$ cat config.mk
export PLATFORM = sky130hd
export DESIGN_NAME = hs_protocol_monitor
export DESIGN_NICKNAME = d
export VERILOG_FILES = /design/src/rtl/hs_monitor_pkg.sv /design/src/rtl/hs_channel_checker.sv /design/src/rtl/hs_protocol_monitor.sv
export SDC_FILE = /design/constraint.sdc
export NUM_CORES = 1
export LEC_CHECK = 0
export ABC_CLOCK_PERIOD_IN_PS = 3800
export CAP_MARGIN = 20
export CORE_MARGIN = 1
export CORE_UTILIZATION = 25
export DETAILED_ROUTE_END_ITERATION = 8
export GPL_ROUTABILITY_DRIVEN = 0
export PLACE_DENSITY_LB_ADDON = 0.3
export SLEW_MARGIN = 20
export SYNTH_ARGS = -nofsm -noshare
export SYNTH_HDL_FRONTEND = slang
export SYNTH_SLANG_ARGS = --single-unit
$ cat constraint.sdc
create_clock -name clk -period 3.8 [get_ports clk]
set_clock_uncertainty 0.1 [all_clocks]
set_input_delay 0.57 -clock clk [delete_from_list [all_inputs] [get_ports clk]]
set_output_delay 0.57 -clock clk [all_outputs]
set_load 0.05 [all_outputs]
$ cat src/rtl/hs_monitor_pkg.sv
// Shared types and helpers for the handshake protocol monitor.
// Error kinds double as bit positions within each channel's 6-bit error field.
package hs_monitor_pkg;

    localparam int NUM_ERR = 6;

    typedef enum logic [2:0] {
        ERR_LATE         = 3'd0,
        ERR_EARLY        = 3'd1,
        ERR_REQ_DROP     = 3'd2,
        ERR_SPURIOUS_ACK = 3'd3,
        ERR_VALID_DROP   = 3'd4,
        ERR_DATA_CHANGE  = 3'd5
    } err_kind_e;

    typedef enum logic [1:0] {
        IDLE,
        WAIT_ACK,
        RELEASE
    } hs_state_e;

    function automatic logic [2:0] popcount6(input logic [NUM_ERR-1:0] bits);
        logic [2:0] n;
        n = 3'd0;
        for (int i = 0; i < NUM_ERR; i++) begin
            n = n + {2'b00, bits[i]};
        end
        return n;
    endfunction

endpackage

$ cat src/rtl/hs_channel_checker.sv
// One channel of the monitor: req/ack handshake FSM, valid/ready stream checks,
// sticky error flags and a saturating error counter.
module hs_channel_checker
    import hs_monitor_pkg::*;
#(
    parameter int DATA_W  = 8,
    parameter int MIN_LAT = 1,
    parameter int MAX_LAT = 10,
    parameter int COUNT_W = 8,
    parameter int LAT_W   = $clog2(MAX_LAT + 2)
) (
    input  logic               clk,
    input  logic               rst,
    input  logic               request,
    input  logic               acknowledge,
    input  logic               valid,
    input  logic               ready,
    input  logic [DATA_W-1:0]  data,
    input  logic               clear,
    output logic [NUM_ERR-1:0] err_pulse,
    output logic [NUM_ERR-1:0] err_sticky,
    output logic [COUNT_W-1:0] err_count,
    output logic [LAT_W-1:0]   lat_last
);

    localparam logic [LAT_W-1:0] MIN_L = LAT_W'(MIN_LAT);
    localparam logic [LAT_W-1:0] MAX_L = LAT_W'(MAX_LAT);

    hs_state_e          state;
    logic [LAT_W-1:0]   lat;
    logic               late_hold;
    logic               prev_valid;
    logic               prev_ready;
    logic [DATA_W-1:0]  prev_data;
    logic [NUM_ERR-1:0] detect;
    logic [COUNT_W-1:0] count_base;
    logic [COUNT_W+2:0] count_sum;
    logic [COUNT_W-1:0] count_next;

    always_comb begin
        detect = '0;
        case (state)
            IDLE: begin
                detect[ERR_SPURIOUS_ACK] = acknowledge && !request;
            end
            WAIT_ACK: begin
                detect[ERR_REQ_DROP] = !request;
                detect[ERR_EARLY]    = request && acknowledge && (lat < MIN_L);
                detect[ERR_LATE]     = request && !acknowledge && (lat == MAX_L);
            end
            default: ;
        endcase
        // A stalled beat (valid without ready) must hold both valid and data.
        if (prev_valid && !prev_ready) begin
            detect[ERR_VALID_DROP]  = !valid;
            detect[ERR_DATA_CHANGE] = valid && (data != prev_data);
        end
    end

    // Sum is three bits wider than the counter so a popcount of up to six never wraps.
    always_comb begin
        count_base = clear ? '0 : err_count;
        count_sum  = {3'b000, count_base} + {{COUNT_W{1'b0}}, popcount6(detect)};
        count_next = (count_sum > {3'b000, {COUNT_W{1'b1}}}) ? '1 : count_sum[COUNT_W-1:0];
    end

    always_ff @(posedge clk or posedge rst) begin
        if (rst) begin
            state      <= IDLE;
            lat        <= '0;
            late_hold  <= 1'b0;
            lat_last   <= '0;
            prev_valid <= 1'b0;
            prev_ready <= 1'b0;
            prev_data  <= '0;
            err_pulse  <= '0;
            err_sticky <= '0;
            err_count  <= '0;
        end else begin
            if (!request) begin
                late_hold <= 1'b0;
            end
            case (state)
                IDLE: begin
                    if (request && !late_hold) begin
                        state <= WAIT_ACK;
                        lat   <= LAT_W'(1);
                    end
                end
                WAIT_ACK: begin
                    if (!request) begin
                        state <= IDLE;
                    end else if (acknowledge) begin
                        lat_last <= lat;
                        state    <= RELEASE;
                    end else if (lat == MAX_L) begin
                        // Timed out: stay disarmed until request has gone low once.
                        state     <= IDLE;
                        late_hold <= 1'b1;
                    end else begin
                        lat <= lat + 1'b1;
                    end
                end
                RELEASE: begin
                    if (!request && !acknowledge) begin
                        state <= IDLE;
                    end
                end
                default: state <= IDLE;
            endcase
            prev_valid <= valid;
            prev_ready <= ready;
            prev_data  <= data;
            err_pulse  <= detect;
            err_sticky <= clear ? detect : (err_sticky | detect);
            err_count  <= count_next;
        end
    end

endmodule

$ cat src/rtl/hs_protocol_monitor.sv
// Passive multi-channel handshake protocol monitor: one checker per channel
// and a masked interrupt over all sticky error flags.
module hs_protocol_monitor
    import hs_monitor_pkg::*;
#(
    parameter int NUM_CH  = 2,
    parameter int DATA_W  = 8,
    parameter int MIN_LAT = 1,
    parameter int MAX_LAT = 10,
    parameter int COUNT_W = 8,
    parameter int LAT_W   = $clog2(MAX_LAT + 2)
) (
    input  logic                      clk,
    input  logic                      rst,
    input  logic [NUM_CH-1:0]         request,
    input  logic [NUM_CH-1:0]         acknowledge,
    input  logic [NUM_CH-1:0]         valid,
    input  logic [NUM_CH-1:0]         ready,
    input  logic [NUM_CH*DATA_W-1:0]  data,
    input  logic [NUM_ERR-1:0]        err_mask,
    input  logic                      clear,
    output logic [NUM_CH*NUM_ERR-1:0] err_pulse,
    output logic [NUM_CH*NUM_ERR-1:0] err_sticky,
    output logic [NUM_CH*COUNT_W-1:0] err_count,
    output logic [NUM_CH*LAT_W-1:0]   lat_last,
    output logic                      irq
);

    logic [NUM_CH*NUM_ERR-1:0] masked;

    for (genvar ch = 0; ch < NUM_CH; ch++) begin : g_ch
        hs_channel_checker #(
            .DATA_W  (DATA_W),
            .MIN_LAT (MIN_LAT),
            .MAX_LAT (MAX_LAT),
            .COUNT_W (COUNT_W),
            .LAT_W   (LAT_W)
        ) u_checker (
            .clk         (clk),
            .rst         (rst),
            .request     (request[ch]),
            .acknowledge (acknowledge[ch]),
            .valid       (valid[ch]),
            .ready       (ready[ch]),
            .data        (data[ch*DATA_W +: DATA_W]),
            .clear       (clear),
            .err_pulse   (err_pulse[ch*NUM_ERR +: NUM_ERR]),
            .err_sticky  (err_sticky[ch*NUM_ERR +: NUM_ERR]),
            .err_count   (err_count[ch*COUNT_W +: COUNT_W]),
            .lat_last    (lat_last[ch*LAT_W +: LAT_W])
        );

        assign masked[ch*NUM_ERR +: NUM_ERR] = err_sticky[ch*NUM_ERR +: NUM_ERR] & err_mask;
    end

    assign irq = |masked;

endmodule

==> run metrics <==
Die Area 15,600 µm²; Yosys top cell area share 54.4%; syn_nets 374; 1st-iter DRT viols 124; number of I/O pins 82; TritonRoute pass-1 iters 6; top-count cell post-synth dfrtp_1; Setup WS pre-CTS -723 ps; TritonCTS Buffers 9; CP Capture Type flop; Post-Route WL 10,600 µm; register area share after synthesis 54.4%; gate count of the mapped netlist 319; count of standard-cell rows 44; routed vias/inst 4.38; critical path arrival 4130 ps; first-pass GRT wire length 17,400 µm; flops & latches, synth 82; slew margin rel. 51.1%; IO Port Bufs 81; Syn Std Cell Area 3770 µm²; DPL Wire Length 7310 µm; ys async rst share 100%; Most used DFF post-synth dfrtp_1; hold endpoint g_ch[1].u_checker.lat_last[1]; failing checks DRC, setup timing; Req. time, crit path 3930 ps; Total GRT Usage 14.6%; # setup viols final 8; area grow syn2layout 63.3%; Skew-Pair Late Insertion Delay 340 ps; largest area contributor in the netlist dfrtp_1; Remaining DRCs 16; count of final hold-check violations 0; Worst Setup Start Kind flop; Power Density 474 nW/µm²; hold_buf cts 0; MaxCap Viol Count 0; count of different cell masters after synthesis 50; ANT cells 0; CTS clk-pin slew, worst paths 60 ps; reg-to-reg setup timing slack -200 ps; GRT overflow 0; status finished with violations; hold path start g_ch[1].u_checker.lat_last[1]; nets@finish 569; share of post-route cells with drive strength above 1 35.1%; VDD IR max 0.000320 V; crit path time final 4000 ps; antenna violations before repair 0; Post-synth EDFFs 0; crit share post-route 105%; worst r2r path cells 16; DIE HEIGHT 125 µm; Reg area 2050 µm²; Worst Hold Class reg2reg; PnR worst setup slack -201 ps; H-tree depth 3; r2r endpoint g_ch[1].u_checker.err_count[6]; antenna viol nets, final 0; worst hold margin 382 ps; clk sinks 82; CTS Buffer Depth 2; CP Max Fanout 4; top cells by area, synth dfrtp_1, ha_1, xnor2_1; most frequent cells after synthesis dfrtp_1, inv_1, o21ai_0, nand2_1, xnor2_1; Slew Viols, Final 0; Initial Util 25.7%; Setup Crit Path Kind reg2reg; number of global-route vias before repair 3,394; Die W 125 µm; pin count of the biggest net entering global routing 41; core area 14,600 µm²; Worst Hold Depth 2; Max Fclk 250 MHz; syn_area_per_cell 11.8 µm²; root buf cell clkbuf_16; multi-input logic area 1800 µm²; Synth Warn # 0; FILL cells 1,409; P_leak 2.93 nW; Slew @ Worst Pin 733 ps; worst r2r src g_ch[1].u_checker.lat[1]; WL per Instance 15.1 µm; RSZ-0062 raised after global routing true; routed vias 3,077; CTS tree done; Tot Pwr 2.92 mW
-- cell usage in the layout, fill, tap and decap left out, types with 3 or more instances in the layout --
cell type	count
o21ai_1	5
clkdlybuf4s50_1	77
fa_2	5
ha_4	7
xnor2_1	20
o211ai_1	4
buf_6	3
nand3_1	4
nand4_1	6
nand3b_1	5
o21ai_0	17
clkbuf_16	9
o21ai_2	3
inv_2	10
nor2b_1	8
clkbuf_8	3
mux2_2	5
nor2_2	3
fa_1	3
nand2_1	23
ha_1	7
a21o_1	12
buf_4	104
inv_1	25
nor2_1	5
dfrtp_1	82
dlygate4sd2_1	3
-- cell families (layout without fill, tap and decap cells) --
kind of cell | count (synthesis) | after routing | synth area share, %
buffers and inverters | 41 | 240 | 4.08
adders and majority gates | 22 | 22 | 8.89
AOI/OAI and AO/OA | 57 | 57 | 10.2
xor gates and xnor gates | 22 | 22 | 5.11
muxes | 7 | 7 | 2.02
DFF | 82 | 82 | 54.4
and+or+nand+nor | 88 | 88 | 15.3
-- layout make-up --
type / count / share of cell area (%)
clock buffers: 13 / 4.39
multi-input cells: 196 / 29.3
repair buffers: 188 / 26.3
clock inverters: 2 / 0.569
inverters: 37 / 2.32
flip-flops and latches: 82 / 33.3
well taps: 184 / 3.74
-- worst max-delay path: stages, from the launching register on --
cell	delay, ps
dfrtp_1	430
ha_4	180
nand3b_1	110
nand4b_1	170
inv_2	80
ha_4	260
inv_2	30
fa_1	490
fa_2	190
inv_2	30
fa_1	510
inv_2	50
fa_2	410
nor2b_4	150
nor2_2	70
or4b_1	490
o211a_1	140
-- power breakdown --
group          switching (mW)  leakage (nW)  total [mW]  internal (mW)
registers              0.0738          1.06        1.05          0.980
clock network           0.339         0.152       0.897          0.558
logic                   0.542          1.72       0.967          0.425
-- flip-flops by register name, indices dropped and copies added (netlist names) --
register,cells
g_ch.u_checker.err_sticky,12
g_ch.u_checker.state,4
g_ch.u_checker.lat,8
g_ch.u_checker.prev_ready,2
g_ch.u_checker.prev_valid,2
g_ch.u_checker.late_hold,2
g_ch.u_checker.prev_data,16
g_ch.u_checker.err_pulse,12
g_ch.u_checker.lat_last,8
g_ch.u_checker.err_count,16
-- what timing repair did --
item                       4_1_cts  5_1_grt
setup endpoints to repair       16       23
pin swaps                       13       14
buffers inserted                50       14
resized for setup               30       27
cloned                           0        0
-- metrics by stage --
stage	utilization, %	instances	setup TNS [ps]	area [µm²]
2_1_floorplan	-	319	-146	3820
3_3_place_gp	35.7	633	-9550	5230
3_5_place_dp	35.7	633	-10120	5230
4_1_cts	41.0	698	-317	6000
5_1_grt	42.0	702	-2230	6150
6_report	42.0	702	-576	6150
-- how the worst max path moves through the flow --
| stage | start | to | slack (ps) | cells past startpoint |
|---|---|---|---|---|
| finish | g_ch[1].u_checker.lat[1] | g_ch[1].u_checker.err_count[6] | -200 | 16 |
| global route | g_ch[1].u_checker.state[1] | g_ch[1].u_checker.err_count[6] | -350 | 15 |
| CTS | g_ch[1].u_checker.lat[0] | g_ch[1].u_checker.err_count[6] | -140 | 17 |
| detailed placement | request[1] | g_ch[1].u_checker.err_count[6] | -720 | 15 |
| global placement | request[0] | g_ch[0].u_checker.err_count[3] | -660 | 15 |
| floorplan | g_ch[1].u_checker.state[1] | g_ch[1].u_checker.err_count[6] | -140 | 15 |
-- per-layer routing --
metal	track usage, %	part of all wire (%)
met5	0	0
met4	6.46	1.6
met3	3.61	5.5
met2	24.7	49
met1	17.6	44
Note: power is estimated with default switching activity, not from simulation.
